--- config.mk ---
export PLATFORM = sky130hd
export DESIGN_NAME = psg_mix_scheduler
export DESIGN_NICKNAME = d
export VERILOG_FILES = /design/src/rtl/psg_mix_scheduler.sv
export SDC_FILE = /design/constraint.sdc
export NUM_CORES = 1
export LEC_CHECK = 0
export ABC_CLOCK_PERIOD_IN_PS = 2600
export CELL_PAD_IN_SITES_DETAIL_PLACEMENT = 1
export CELL_PAD_IN_SITES_GLOBAL_PLACEMENT = 2
export CORE_MARGIN = 2
export CORE_UTILIZATION = 26
export CTS_BUF_LIST = sky130_fd_sc_hd__clkbuf_16
export DETAILED_ROUTE_END_ITERATION = 8
export PLACE_DENSITY_LB_ADDON = 0.1
export RECOVER_POWER = 25
export SYNTH_ARGS = -nofsm -noshare
export SYNTH_HDL_FRONTEND = slang
export SYNTH_SLANG_ARGS = --single-unit
--- constraint.sdc ---
create_clock -name clk -period 2.6 [get_ports clk]
set_input_delay 0.26 -clock clk [delete_from_list [all_inputs] [get_ports clk]]
set_output_delay 0.26 -clock clk [all_outputs]
set_load 0.02 [all_outputs]
--- src/rtl/psg_mix_scheduler.sv ---
// PSG mixer: time-shares one attenuation ROM across all channels per sample tick
// and sums the attenuated outputs. Optional `PSG_MIX_SKIP_IDLE_EN skips ROM reads for silent slots.
module psg_mix_scheduler #(
  parameter int unsigned NUM_CH   = 4,
  parameter int unsigned LUT_W    = 8,
  parameter int unsigned SAMPLE_W = LUT_W + $clog2(NUM_CH)
) (
  input  logic                  clk,
  input  logic                  reset_n,
  input  logic                  sample_tick,
  input  logic [NUM_CH-1:0]     tone_out,
  input  logic [4*NUM_CH-1:0]   atten,
  output logic                  lut_rd,
  output logic [3:0]            lut_addr,
  input  logic [LUT_W-1:0]      lut_data,
  output logic [SAMPLE_W-1:0]   sample,
  output logic                  sample_valid,
  output logic                  busy,
  output logic                  overrun,
  input  logic                  overrun_clr
);

  localparam int unsigned IDX_W = (NUM_CH > 1) ? $clog2(NUM_CH) : 1;
  localparam logic [IDX_W-1:0] LastIdx = IDX_W'(NUM_CH - 1);

  typedef enum logic [1:0] {StIdle, StFetch, StAccum} state_e;

  state_e                state;
  logic [NUM_CH-1:0]     shadow_tone;
  logic [4*NUM_CH-1:0]   shadow_atten;
  logic [IDX_W-1:0]      idx;
  logic [IDX_W-1:0]      idx_nxt;
  logic [SAMPLE_W-1:0]   acc;
  logic [SAMPLE_W-1:0]   acc_sum;
  logic [LUT_W-1:0]      term;
  logic [3:0]            cur_atten;
  logic [3:0]            nxt_atten;
  logic                  first_rd;
  logic                  nxt_rd;

  always_comb begin
    idx_nxt   = idx + 1'b1;
    cur_atten = shadow_atten[4*idx +: 4];
    nxt_atten = shadow_atten[4*idx_nxt +: 4];
    // Attenuation 15 is a hard mute regardless of the ROM contents.
    term      = (shadow_tone[idx] && (cur_atten != 4'd15)) ? lut_data : '0;
    acc_sum   = acc + SAMPLE_W'(term);
`ifdef PSG_MIX_SKIP_IDLE_EN
    first_rd  = tone_out[0] && (atten[3:0] != 4'd15);
    nxt_rd    = shadow_tone[idx_nxt] && (nxt_atten != 4'd15);
`else
    first_rd  = 1'b1;
    nxt_rd    = 1'b1;
`endif
  end

  // Read strobe/address are registered one state early so they line up with FETCH.
  always_ff @(posedge clk) begin
    if (!reset_n) begin
      state        <= StIdle;
      idx          <= '0;
      acc          <= '0;
      shadow_tone  <= '0;
      shadow_atten <= '0;
      sample       <= '0;
      sample_valid <= 1'b0;
      busy         <= 1'b0;
      overrun      <= 1'b0;
      lut_rd       <= 1'b0;
      lut_addr     <= 4'd0;
    end else begin
      sample_valid <= 1'b0;
      lut_rd       <= 1'b0;
      lut_addr     <= 4'd0;

      if (sample_tick && busy) begin
        overrun <= 1'b1;
      end else if (overrun_clr) begin
        overrun <= 1'b0;
      end

      unique case (state)
        StIdle: begin
          if (sample_tick) begin
            shadow_tone  <= tone_out;
            shadow_atten <= atten;
            acc          <= '0;
            idx          <= '0;
            busy         <= 1'b1;
            state        <= StFetch;
            if (first_rd) begin
              lut_rd   <= 1'b1;
              lut_addr <= atten[3:0];
            end
          end
        end
        StFetch: begin
          state <= StAccum;
        end
        StAccum: begin
          acc <= acc_sum;
          if (idx == LastIdx) begin
            sample       <= acc_sum;
            sample_valid <= 1'b1;
            busy         <= 1'b0;
            state        <= StIdle;
          end else begin
            idx   <= idx_nxt;
            state <= StFetch;
            if (nxt_rd) begin
              lut_rd   <= 1'b1;
              lut_addr <= nxt_atten;
            end
          end
        end
        default: begin
          state <= StIdle;
          busy  <= 1'b0;
        end
      endcase
    end
  end

endmodule
==> results.json <==
{
  "cp_cell_sequence": "nand4_1, nand2_1, mux4_2, inv_2, and2_4, ha_4, inv_2, fa_2, nand2b_4, a211oi_2, nor2_1, or4_1, nand3_1",
  "numPortBuffers": 49,
  "fin_crit_sh_pct": 101,
  "final.min_clock_period_ns": 2.63,
  "finalWirelength_mm": 7.02,
  "hold_end": "sample[0]$_SDFFE_PN0P_",
  "wire_per_inst_um": 14.7,
  "grt_pass1_vias": 2363,
  "cp_data_arrival_time_ns": 2.86,
  "cap_violations": 0,
  "post-synth-top-area-fraction_pct": 43.0,
  "p_leak_nw": 1.36,
  "end_kind": "flop",
  "syn_nets": 338,
  "gp_congestion": 0.807,
  "status": "finished, violations left",
  "clockBufferDepth": 2,
  "ys_warn_count": 0,
  "setup_slack_ns": -0.0329,
  "overflow": 0,
  "postSynthCellCount": 296,
  "finalSetupTns_ns": -0.0329,
  "nFillCells": 1102,
  "nNetsFinal": 409,
  "crit_slowest_cell": "mux4_2",
  "critPathLaunch": "shadow_atten[4]$_SDFFE_PN0P_",
  "synth_edf_count": 0,
  "ys.flop_type": "dfxtp_1",
  "dr.pass1.iters": 3,
  "worstSkewPairLatency_ns": 0.28,
  "cp-start-kind": "flop",
  "async_reset_ff_share_pct": 0,
  "cts_made_buffers": 5,
  "grt_pass1_wl_mm": 11.6,
  "drv_slew": 0,
  "syn_area_per_cell_sq_um": 8.19,
  "finish.utilization_pct": 37.7,
  "peakVddDrop_v": 0.000211,
  "drive_above_1_share_pct": 16.8,
  "r2r-start": "shadow_atten[4]$_SDFFE_PN0P_",
  "via_count": 2286,
  "drt_iter0_markers": 56,
  "clock_sinks": 52,
  "syn_to_final_growth_pct": 42.2,
  "path_class": "reg -> reg",
  "grt_max_degree": 22,
  "whs_path_depth": 2,
  "maxSlewHeadroom_pct": 51.3,
  "antenna_found_initial": 0,
  "worst_path_largest_cell_delay_ns": 0.45,
  "grt_usage_pct": 14.6,
  "die_area_sq_um": 10100,
  "initial_core_util_pct": 26.5,
  "cts_tree": "built",
  "r2r_cells": 13,
  "h-tree-depth": 2,
  "clk_pin_slew_ns": 0.07,
  "dp_hpwl_mm": 5.39,
  "netlist_area_sq_um": 2420,
  "synth_area_leader_cell": "dfxtp_1",
  "synth_cell_types": 38,
  "io_pins": 50,
  "required_ns": 2.83,
  "die_height_um": 101,
  "synth-seq-cells": 52,
  "hold_viol_final": 0,
  "powerDensity_nw_per_um2": 497,
  "synthTopCellsByArea": "dfxtp_1, nand2_1, a21oi_1, ha_1, mux4_2",
  "rsz0062_at_grt": "true",
  "rr_endpoint": "sample[8]$_SDFFE_PN0P_",
  "rows": 35,
  "clock-root-buffer": "clkbuf_16",
  "post-route-drc-count": 0,
  "worstMarginPinSlew_ns": 0.729,
  "cpMostUsedCell": "inv_2",
  "vias_per_cell": 4.77,
  "postRouteAntennaNets": 0,
  "ctsHoldBuffers": 0,
  "synth-seq-area-share_pct": 43.0,
  "n_antenna_cell": 0,
  "skew_ns": 0.00522,
  "core_sq_um": 9150,
  "fp.dieW_um": 101,
  "failed_checks": "setup timing",
  "crit_fanout": 2,
  "hold_start": "sample[0]$_SDFFE_PN0P_",
  "setup_viol": 1,
  "fmax_ghz": 0.380,
  "rrSetupSlack_ns": -0.03,
  "hp-class": "reg -> reg"
}
[routing by layer]
layer  part of all wire, %  vias to the layer above  global-route usage, %  routed length (um)
met5                     0                        -                      0                   0
met4                   1.2                        0                   4.00                  87
met3                   2.2                        6                   2.43                 157
met2                    51                       31                   26.6                3610
met1                    45                     1084                   17.6                3170
li1                      -                     1165                      -                   -
[report_power, final]
part	total, mW	leakage [nW]	internal (mW)	switching [mW]
Clock	0.624	0.0738	0.347	0.277
Combinational	0.243	0.865	0.122	0.122
Sequential	0.846	0.425	0.827	0.0187
Total	1.71	1.36	1.30	0.417
[repair_timing]
item	CTS	global route
pin swaps	5	4
setup buffers	0	1
setup endpoints to repair	8	12
resized for setup	4	12
[synthesized netlist by cell type (4+ instances only)]
| cell type | count |
|---|---|
| nand4_1 | 6 |
| nor3_1 | 8 |
| and2_1 | 11 |
| dfxtp_1 | 52 |
| nand2_1 | 69 |
| a21oi_1 | 38 |
| clkbuf_1 | 10 |
| inv_1 | 6 |
| a22oi_1 | 4 |
| o211ai_1 | 4 |
| buf_2 | 5 |
| o21ai_0 | 6 |
| mux4_2 | 5 |
| nand3_1 | 13 |
| ha_1 | 9 |
| nand2b_1 | 4 |
| nor2_1 | 19 |
[metrics by stage]
step / setup slack, ns / hold slack (ns) / cell area (sq um) / total power [mW] / std cells
final: -0.0329 / 0.460 / 3450 / 1.71 / 479
after global routing: -0.148 / 0.490 / 3450 / 1.80 / 479
after CTS: -0.0480 / 0.466 / 3390 / 1.75 / 478
after detailed placement: -0.0904 / 0.456 / 3240 / 1.11 / 470
after global placement: -0.0633 / 0.449 / 3240 / 1.11 / 470
after floorplan: -0.0787 / 0.396 / 2460 / 0.978 / 296
[registers in the layout (all words and copies together), names as in the netlist]
signal / count
idx: 2
overrun: 1
sample_valid: 1
lut_rd: 1
state: 2
acc: 10
shadow_tone: 4
busy: 1
sample: 10
shadow_atten: 16
lut_addr: 4
[critical path, delay by kind of cell, from the launching register on]
| kind | cells | cell delay, ns |
|---|---|---|
| buf+inv | 2 | 0.10 |
| fa+ha+maj | 2 | 0.46 |
| compound gates | 1 | 0.20 |
| mux | 1 | 0.45 |
| flops | 1 | 0.32 |
| simple gates | 7 | 1.06 |
[worst max path at each step]
stage | cells after the start | end
final | 13 | sample[8]$_SDFFE_PN0P_
after floorplan | 12 | sample[8]$_SDFFE_PN0P_
after CTS | 13 | sample[8]$_SDFFE_PN0P_
after global placement | 13 | sample[8]$_SDFFE_PN0P_
after detailed placement | 13 | sample[8]$_SDFFE_PN0P_
after global routing | 13 | sample[8]$_SDFFE_PN0P_
[cells by family (layout without fill, tap and decap cells)]
logic type	Yosys count	count (layout)	synth area share, %
AOI/OAI and AO/OA	66	66	16.3
xor gates and xnor gates	4	4	1.45
adders and majority gates	10	10	5.47
buffers and inverters	23	95	3.98
DFF	52	52	43.0
muxes	6	6	5.06
and+or+nand+nor	135	135	24.8
[layout by cell type (no fill, tap or decap), types with 3 or more instances in the layout]
| master | instances |
|---|---|
| ha_1 | 7 |
| nor2_1 | 18 |
| and2_1 | 10 |
| nor3_1 | 8 |
| nand2b_1 | 3 |
| dlygate4sd3_1 | 13 |
| clkdlybuf4s50_1 | 36 |
| dfxtp_2 | 3 |
| inv_1 | 6 |
| clkbuf_16 | 5 |
| mux4_2 | 5 |
| o21ai_0 | 6 |
| o211ai_1 | 4 |
| buf_4 | 31 |
| a21oi_1 | 36 |
| nand2_1 | 69 |
| dfxtp_1 | 49 |
| a22oi_1 | 4 |
| nand4_1 | 6 |
| nand3_1 | 13 |
[area by class of cell]
cell class / instances / area (sq um) / share of cell area (%)
clock inverter: 3 / 11.3 / 0.327
inverter: 6 / 22.5 / 0.653
tap: 111 / 139 / 4.03
multi-input combinational: 221 / 1380 / 40.0
timing repair buffer: 81 / 727 / 21.1
sequential: 52 / 1040 / 30.3
clock buffer: 5 / 125 / 3.63
(Power assumes the default switching activity.)
